===== src/rtl/vga_scanout.sv =====
// VGA scan-out of a 64x32 / 128x64 monochrome framebuffer onto a 640-wide, 320-line playfield.
// Optional macro SCANLINES_EN halves colour intensity on odd playfield lines.
module vga_scanout #(
  parameter int H_ACTIVE = 640,
  parameter int H_FP     = 16,
  parameter int H_SYNC   = 96,
  parameter int H_BP     = 48,
  parameter int V_ACTIVE = 480,
  parameter int V_FP     = 10,
  parameter int V_SYNC   = 2,
  parameter int V_BP     = 33,
  parameter int V_OFFSET = 80,
  parameter int COLOR_W  = 6
) (
  input  logic                   clk,
  input  logic                   reset_n,
  input  logic                   hires,
  input  logic [3*COLOR_W-1:0]   fg_rgb,
  input  logic [3*COLOR_W-1:0]   bg_rgb,
  output logic [9:0]             fb_addr,
  input  logic [7:0]             fb_data,
  output logic                   vga_hs,
  output logic                   vga_vs,
  output logic [COLOR_W-1:0]     vga_r,
  output logic [COLOR_W-1:0]     vga_g,
  output logic [COLOR_W-1:0]     vga_b,
  output logic                   frame_start
);

  localparam int HT = H_ACTIVE + H_FP + H_SYNC + H_BP;
  localparam int VT = V_ACTIVE + V_FP + V_SYNC + V_BP;
  localparam int HW = $clog2(HT);
  localparam int VW = $clog2(VT);

  localparam logic [HW-1:0] H_LAST = HW'(HT - 1);
  localparam logic [HW-1:0] H_VIS  = HW'(H_ACTIVE);
  localparam logic [HW-1:0] HS_BEG = HW'(H_ACTIVE + H_FP);
  localparam logic [HW-1:0] HS_END = HW'(H_ACTIVE + H_FP + H_SYNC - 1);
  localparam logic [HW-1:0] H_LEAD = HW'(2);
  localparam logic [VW-1:0] V_LAST = VW'(VT - 1);
  localparam logic [VW-1:0] V_VIS  = VW'(V_ACTIVE);
  localparam logic [VW-1:0] VS_BEG = VW'(V_ACTIVE + V_FP);
  localparam logic [VW-1:0] VS_END = VW'(V_ACTIVE + V_FP + V_SYNC - 1);
  localparam logic [VW-1:0] PF_TOP = VW'(V_OFFSET);
  localparam logic [VW-1:0] PF_END = VW'(V_OFFSET + 320);

  logic [HW-1:0] hc_q, hc_d, ha_q, ha_d;
  logic [VW-1:0] vc_q, vc_d, va_q, va_d;
  logic          mode_q, mode_d;
  logic [3:0]    xs_q, xs_d, ys_q, ys_d, smax;
  logic [6:0]    px_q, px_d;
  logic [5:0]    py_q, py_d;
  logic [9:0]    addr_q, addr_d;
  logic [7:0]    sr_q, sr_d;
  logic [2:0]    pf_dl_q, pf_dl_d;
  logic [1:0]    ld_dl_q, ld_dl_d, sh_dl_q, sh_dl_d;
  logic          hs1_q, hs1_d, vs1_q, vs1_d, fs1_q, fs1_d, act1_q, act1_d;
  logic          hs_q, vs_q, fs_q;
  logic [3*COLOR_W-1:0] rgb_q, rgb_d, pix;
  logic          pf_now, first;
`ifdef SCANLINES_EN
  localparam logic [3*COLOR_W-1:0] DIM_MASK = {3{1'b0, {(COLOR_W-1){1'b1}}}};
  logic [2:0]    odd_dl_q, odd_dl_d;
`endif

  always_comb begin
    smax = mode_q ? 4'd4 : 4'd9;

    hc_d = (hc_q == H_LAST) ? '0 : hc_q + HW'(1);
    vc_d = vc_q;
    if (hc_q == H_LAST) vc_d = (vc_q == V_LAST) ? '0 : vc_q + VW'(1);

    // (ha,va) runs two clocks ahead of (hc,vc) so each byte arrives exactly when its first pixel needs it
    ha_d = (ha_q == H_LAST) ? '0 : ha_q + HW'(1);
    va_d = va_q;
    if (ha_q == H_LAST) va_d = (va_q == V_LAST) ? '0 : va_q + VW'(1);

    mode_d = (hc_q == '0 && vc_q == '0) ? hires : mode_q;

    xs_d = xs_q;
    px_d = px_q;
    if (ha_q == H_LAST) begin
      xs_d = '0;
      px_d = '0;
    end else if (xs_q >= smax) begin
      xs_d = '0;
      px_d = px_q + 7'd1;
    end else begin
      xs_d = xs_q + 4'd1;
    end

    ys_d = ys_q;
    py_d = py_q;
    if (ha_q == H_LAST) begin
      if (va_d == PF_TOP) begin
        ys_d = '0;
        py_d = '0;
      end else if (ys_q >= smax) begin
        ys_d = '0;
        py_d = py_q + 6'd1;
      end else begin
        ys_d = ys_q + 4'd1;
      end
    end

    pf_now = (ha_q < H_VIS) && (va_q >= PF_TOP) && (va_q < PF_END);
    first  = (xs_q == '0);

    addr_d = addr_q;
    if (pf_now && first && px_q[2:0] == 3'd0)
      addr_d = mode_q ? {py_q, px_q[6:3]} : {2'b00, py_q[4:0], px_q[5:3]};

    pf_dl_d = {pf_dl_q[1:0], pf_now};
    ld_dl_d = {ld_dl_q[0], pf_now && first && px_q[2:0] == 3'd0};
    sh_dl_d = {sh_dl_q[0], pf_now && first && px_q[2:0] != 3'd0};

    sr_d = sr_q;
    if (ld_dl_q[1])      sr_d = fb_data;
    else if (sh_dl_q[1]) sr_d = {sr_q[6:0], 1'b0};

    hs1_d  = !((hc_q >= HS_BEG) && (hc_q <= HS_END));
    vs1_d  = !((vc_q >= VS_BEG) && (vc_q <= VS_END));
    fs1_d  = (hc_q == '0) && (vc_q == '0);
    act1_d = (hc_q < H_VIS) && (vc_q < V_VIS);

    pix   = sr_q[7] ? fg_rgb : bg_rgb;
    rgb_d = '0;
    if (act1_q) rgb_d = pf_dl_q[2] ? pix : bg_rgb;
`ifdef SCANLINES_EN
    odd_dl_d = {odd_dl_q[1:0], va_q[0] ^ PF_TOP[0]};
    if (act1_q && pf_dl_q[2] && odd_dl_q[2]) rgb_d = (rgb_d >> 1) & DIM_MASK;
`endif
  end

  always_ff @(posedge clk or negedge reset_n) begin
    if (!reset_n) begin
      hc_q    <= '0;
      vc_q    <= '0;
      ha_q    <= H_LEAD;
      va_q    <= '0;
      mode_q  <= 1'b0;
      xs_q    <= '0;
      px_q    <= '0;
      ys_q    <= '0;
      py_q    <= '0;
      addr_q  <= '0;
      sr_q    <= '0;
      pf_dl_q <= '0;
      ld_dl_q <= '0;
      sh_dl_q <= '0;
      hs1_q   <= 1'b1;
      vs1_q   <= 1'b1;
      fs1_q   <= 1'b0;
      act1_q  <= 1'b0;
      hs_q    <= 1'b1;
      vs_q    <= 1'b1;
      fs_q    <= 1'b0;
      rgb_q   <= '0;
`ifdef SCANLINES_EN
      odd_dl_q <= '0;
`endif
    end else begin
      hc_q    <= hc_d;
      vc_q    <= vc_d;
      ha_q    <= ha_d;
      va_q    <= va_d;
      mode_q  <= mode_d;
      xs_q    <= xs_d;
      px_q    <= px_d;
      ys_q    <= ys_d;
      py_q    <= py_d;
      addr_q  <= addr_d;
      sr_q    <= sr_d;
      pf_dl_q <= pf_dl_d;
      ld_dl_q <= ld_dl_d;
      sh_dl_q <= sh_dl_d;
      hs1_q   <= hs1_d;
      vs1_q   <= vs1_d;
      fs1_q   <= fs1_d;
      act1_q  <= act1_d;
      hs_q    <= hs1_q;
      vs_q    <= vs1_q;
      fs_q    <= fs1_q;
      rgb_q   <= rgb_d;
`ifdef SCANLINES_EN
      odd_dl_q <= odd_dl_d;
`endif
    end
  end

  assign fb_addr     = addr_q;
  assign vga_hs      = hs_q;
  assign vga_vs      = vs_q;
  assign frame_start = fs_q;
  assign vga_r       = rgb_q[3*COLOR_W-1:2*COLOR_W];
  assign vga_g       = rgb_q[2*COLOR_W-1:COLOR_W];
  assign vga_b       = rgb_q[COLOR_W-1:0];

endmodule


===== config.mk =====
export PLATFORM = sky130hd
export DESIGN_NAME = vga_scanout
export DESIGN_NICKNAME = d
export VERILOG_FILES = /design/src/rtl/vga_scanout.sv
export SDC_FILE = /design/constraint.sdc
export NUM_CORES = 1
export LEC_CHECK = 0
export BUFFER_PORTS_ARGS = -buffer_cell sky130_fd_sc_hd__clkbuf_2
export CAP_MARGIN = 20
export CORE_ASPECT_RATIO = 0.5
export CORE_MARGIN = 1
export CORE_UTILIZATION = 47
export CTS_BUF_LIST = sky130_fd_sc_hd__clkbuf_4
export DETAILED_ROUTE_END_ITERATION = 7
export PLACE_DENSITY = 0.68
export SYNTH_ARGS = -nofsm -noshare
export SYNTH_HDL_FRONTEND = slang
export SYNTH_SLANG_ARGS = --single-unit

===== constraint.sdc =====
create_clock -name clk -period 7 [get_ports clk]
set_input_delay 0.7 -clock clk [delete_from_list [all_inputs] [get_ports clk]]
set_output_delay 0.7 -clock clk [all_outputs]
set_load 0.01 [all_outputs]

# Word-level counts from Yosys, hierarchy flattened
# Index checks and enable logic that the tools add are counted.
[classes] add_sub_neg=8 n_eq_ne=5 muxes=20 order_cmp=11 reduce_logical=20
[op_table] cell="$mux 10" count=6
[op_table] cell="$mux 18" count=3
[op_table] cell="$add 10x1->10 const B" count=4
[op_table] cell="$eq 10x10->1 const B" count=4
[op_table] cell="$logic_not 10->1" count=2
[op_table] cell="$lt 10x10->1 const B" count=2
[op_table] cell="$lt 10x9->1 const B" count=2
[op_table] cell="$mux 4" count=5
[op_table] cell="$mux 8" count=2
[op_table] cell="$mux 7" count=2
[op_table] cell="$mux 6" count=2
[op_table] cell="$eq 10x7->1 const B" count=1
[op_table] cell="$ge 10x10->1 const B" count=1
[op_table] cell="$ge 10x7->1 const B" count=1
[op_table] cell="$ge 10x9->1 const B" count=1
[op_table] cell="$le 10x10->1 const B" count=1
[op_table] cell="$le 10x9->1 const B" count=1
[op_table] cell="$logic_and 1x1->1" count=9
[op_table] cell="$add 4x1->4 const B" count=2
[op_table] cell="$ge 4x4->1" count=2
[op_table] cell="$add 7x1->7 const B" count=1
[op_table] cell="$add 6x1->6 const B" count=1
[op_table] cell="$reduce_bool 2->1" count=3
[op_table] cell="$logic_not 4->1" count=1
[op_table] cell="other kinds (4)" count=5
[word_totals] inputBits=47 wordCells=86 ff_bits=112 output_inout_bits=31

# Depth between registers and ports, before layout
[logic_depth] depth_word=6 mapped_depth=10 depth_no_buf=9

# Least setup slack after synthesis
# OpenSTA, ideal clock, no wires.
[synth_path] path_kind="flip-flop to flip-flop" startpoint="register mode_q" endpoint="register py_q[5]" stages_incl_launch_ff=11 arrival_time_ps=2488 synth_period_minus_slack_ps=2612 n_path_buf=1 setup_time_ps=124 slack_ps=4388 required_time_ps=6876 path_cell_list="dfrtp_1 > clkbuf_1 > inv_1 > ha_1 > or3b_2 > a21o_1 > a21oi_1 > nor2_1 > nand3_1 > mux2i_1 > o21ai_1"
[synth_via] elab_chain_len=4
[synth_lines] element="start, declared" line_no="49" text="logic mode_q, mode_d;"
[synth_lines] element="start signal, assigned" line_no="167" text="mode_q <= mode_d;"
[synth_lines] element="$mux 4" line_no="67" text="smax = mode_q ? 4'd4 : 4'd9;"
[synth_lines] element="$ge 4x4->1" line_no="98" text="end else if (ys_q >= smax) begin"
[synth_lines] element="$reduce_bool 2->1 (no line)"
[synth_lines] element="$reduce_and 2->1 (no line)"
[synth_lines] element="end signal, assigned" line_no="171" text="py_q <= py_d;"
[synth_lines] element="end, declared" line_no="52" text="logic [5:0] py_q, py_d;"
# Every way passes these cells.
# A chain may end at the register's enable or synchronous reset.

# Final worst setup path
# Ends and elaborated chain as after synthesis.

==> impl_metrics.env <==
export IMPL_status="finished clean"
export IMPL_yosysWarnings=0
export IMPL_routed_via_density=5.20
export IMPL_p_leak_nw=2.87
export IMPL_maxCapViolations=0
export IMPL_cts_tree="done"
export IMPL_rsz0062_at_grt="false"
export IMPL_num_vias=3907
export IMPL_cts_buffer_depth=2
export IMPL_grt_usage_pct=18.1
export IMPL_synth_area_per_cell_um2=10.1
export IMPL_yosysUniqueCellTypes=62
export IMPL_top_level_ports=78
export IMPL_max_freq_mhz=352
export IMPL_worst_setup_path_start_kind="flip-flop"
export IMPL_cpLargestDelayFamily="simple AND/OR/NAND/NOR gates"
export IMPL_syn_area_mm2=0.00542
export IMPL_slowest_delay_ns=0.65
export IMPL_worst_slew_pin_slew_ns=0.812
export IMPL_synth_top_cell_area_share_pct=49.4
export IMPL_finalSetupViolCount=0
export IMPL_synth_cells=536
export IMPL_criticalPathCategory="flip-flop to flip-flop"
export IMPL_cpMaxStageDelayCell="dfrtp_1"
export IMPL_wirelength_mm=10.1
export IMPL_antenna_found_initial=0
export IMPL_synth_flop_cell="dfrtp_1"
export IMPL_synth_top_area_cell="dfrtp_1"
export IMPL_root_buffer="clkbuf_4"
export IMPL_wl_per_cell_um=13.4
export IMPL_die_x_um=154
export IMPL_post_route_period_util_pct=40.6
export IMPL_ant_nets=0
export IMPL_r2r_end="py_q[5]"
export IMPL_cts_buffers=9
export IMPL_rrSetupSlack_ns=4.16
export IMPL_htree_levels=3
export IMPL_final_hold_violation_count=0
export IMPL_crit_fanout=10
export IMPL_drive_gt1_share_pct=19.6
export IMPL_maxSlewHeadroom_pct=45.7
export IMPL_core_mm2=0.0111
export IMPL_clock_sinks=112
export IMPL_hold_ws_ns=0.275
export IMPL_ys_seq_area_share_pct=51.9
export IMPL_cts_resized=0
export IMPL_worstReg2RegStart="mode_q"
export IMPL_cts_hold_buf=0
export IMPL_syn_to_final_growth_pct=11.0
export IMPL_async_reset_ff_share_pct=100
export IMPL_pwr_density_cell_mw_per_mm2=192
export IMPL_grt_pass1_wl_mm=17.3
export IMPL_synthMostInstantiatedCell="dfrtp_1"
export IMPL_place_congestion=0.774
export IMPL_critPathCaptureType="flip-flop"
export IMPL_dpl_hpwl_mm=7.03
export IMPL_synth_nets=603
export IMPL_vdd_drop_max_v=0.0000870
export IMPL_grt_max_degree=62
export IMPL_grt_overflow=0
export IMPL_synth_seq_cells=112
export IMPL_port_buffers=77
export IMPL_cts_setup_buffers=0
export IMPL_clk_pin_slew_worst_paths_ns=0.18
export IMPL_setup_tns_ns=0
export IMPL_drcViolationCount=0
export IMPL_start_util_pct=48.7
export IMPL_final_net_count=668
export IMPL_required_ns=7.37
export IMPL_die_h_um=77.9
export IMPL_grt_pass1_vias=3707
export IMPL_maxSlewViolCount=0
export IMPL_r2r_cells=9
export IMPL_row_count=27
export IMPL_ys_top_cells_by_area="dfrtp_1 49%, nand2_1 5.9%, ha_1 4.6%"
export IMPL_synth_edf_count=0
export IMPL_cp_buffers_inverters=1
export IMPL_drt_iter0_drc=190
export IMPL_dr_pass1_iters=6
export IMPL_die_area_mm2=0.0120
export IMPL_fin_util_pct=54.1
export IMPL_n_antenna_cell=0
export IMPL_clock_latency_ns=0.47
export IMPL_crit_arrival_ns=3.21
export IMPL_synth_common_cells="107 x dfrtp_1, 85 x nand2_1, 38 x nor2_1, 34 x o21ai_0, 25 x nand3_1"
export IMPL_clock_skew_ns=0.0237
export IMPL_hold_path_class="input pin to async pin"
export IMPL_final_min_clock_period_ns=2.84
export IMPL_crit_chain="inv_1 > ha_1 > or3b_2 > a21o_1 > a21oi_1 > nor2_1 > nand3_1 > mux2i_1 > o21ai_1"
[routing by layer]
metal	GRT usage, %	vias up	share of wire (%)
met1	23.5	1824	49
met3	4.58	2	5.3
met2	30.0	95	45
met4	5.90	0	0.41
li1	-	1986	-
met5	0	-	0
[power breakdown]
group	internal [mW]	leakage, nW	switching (mW)
clock	0.0803	0.0684	0.220
combinational	0.0643	1.39	0.0792
sequential	0.679	1.41	0.0296
[through the flow]
| stage | total power, mW | cell area (um2) | setup slack, ns | std cells |
|---|---|---|---|---|
| 6_report | 1.15 | 6010 | 4.16 | 751 |
| 5_1_grt | 1.22 | 6010 | 3.95 | 751 |
| 4_1_cts | 1.17 | 6010 | 4.15 | 751 |
| 3_5_place_dp | 0.867 | 5880 | 4.17 | 735 |
| 3_3_place_gp | 0.861 | 5880 | 4.27 | 735 |
| 2_1_floorplan | 0.811 | 5420 | 4.39 | 536 |
[state kept, by name, summed over array words and instances (netlist names), 2 cells and up]
signal   count
sr_q         8
px_q         7
rgb_q       18
pf_dl_q      3
fb_addr     10
xs_q         4
py_q         6
hc_q        10
sh_dl_q      2
ld_dl_q      2
ha_q        10
vc_q        10
va_q        10
ys_q         4
[how the worst max path moves through the flow]
stage / startpoint / endpoint / slack [ns] / cells after the start
2_1_floorplan: mode_q / py_q[5] / 4.39 / 10
4_1_cts: mode_q / py_q[5] / 4.15 / 9
3_5_place_dp: mode_q / py_q[5] / 4.17 / 9
3_3_place_gp: mode_q / py_q[5] / 4.27 / 9
5_1_grt: ha_q[1] / ys_q[3] / 3.95 / 9
6_report: mode_q / py_q[5] / 4.16 / 9
[placed cells by master, fill, tap and decap left out, types with 3 or more instances in the layout]
cell and count:
a31oi_1 3, mux2i_1 13, nor2b_1 3, dfstp_2 5
o21ai_0 34, nand4_1 7, nor3_1 10, o31ai_1 4
o21a_1 3, a21o_1 6, ha_1 20, buf_4 3
clkbuf_4 9, a21oi_1 11, nand2_1 85, xnor2_1 14
dfrtp_1 107, and3_1 6, and2_1 5, a21boi_0 18
and4_1 6, xor2_1 15, nand3_1 25, mux2_2 4
nor2_1 38, nor4_1 7, inv_1 19, clkbuf_2 76
[cell families (layout without fill, tap and decap cells)]
family,count (synthesis),after routing,synth area share (%)
AOI/OAI and AO/OA,97,97,11.6
buffers and inverters,44,114,3.51
and+or+nand+nor,217,217,20.4
xor gates and xnor gates,29,29,4.69
DFF,112,112,51.9
muxes,17,17,3.23
adders and majority gates,20,20,4.62
[final cells by class]
| class | count | area [um2] |
|---|---|---|
| Clock buffer | 9 | 67.6 |
| Clock inverter | 7 | 60.1 |
| Fill cell | 980 | 5110 |
| Inverter | 19 | 71.3 |
| Multi-Input combinational cell | 380 | 2420 |
| Sequential cell | 112 | 2810 |
| Tap cell | 145 | 181 |
| Timing Repair Buffer | 79 | 403 |
Power figures use the tool's default switching activity.
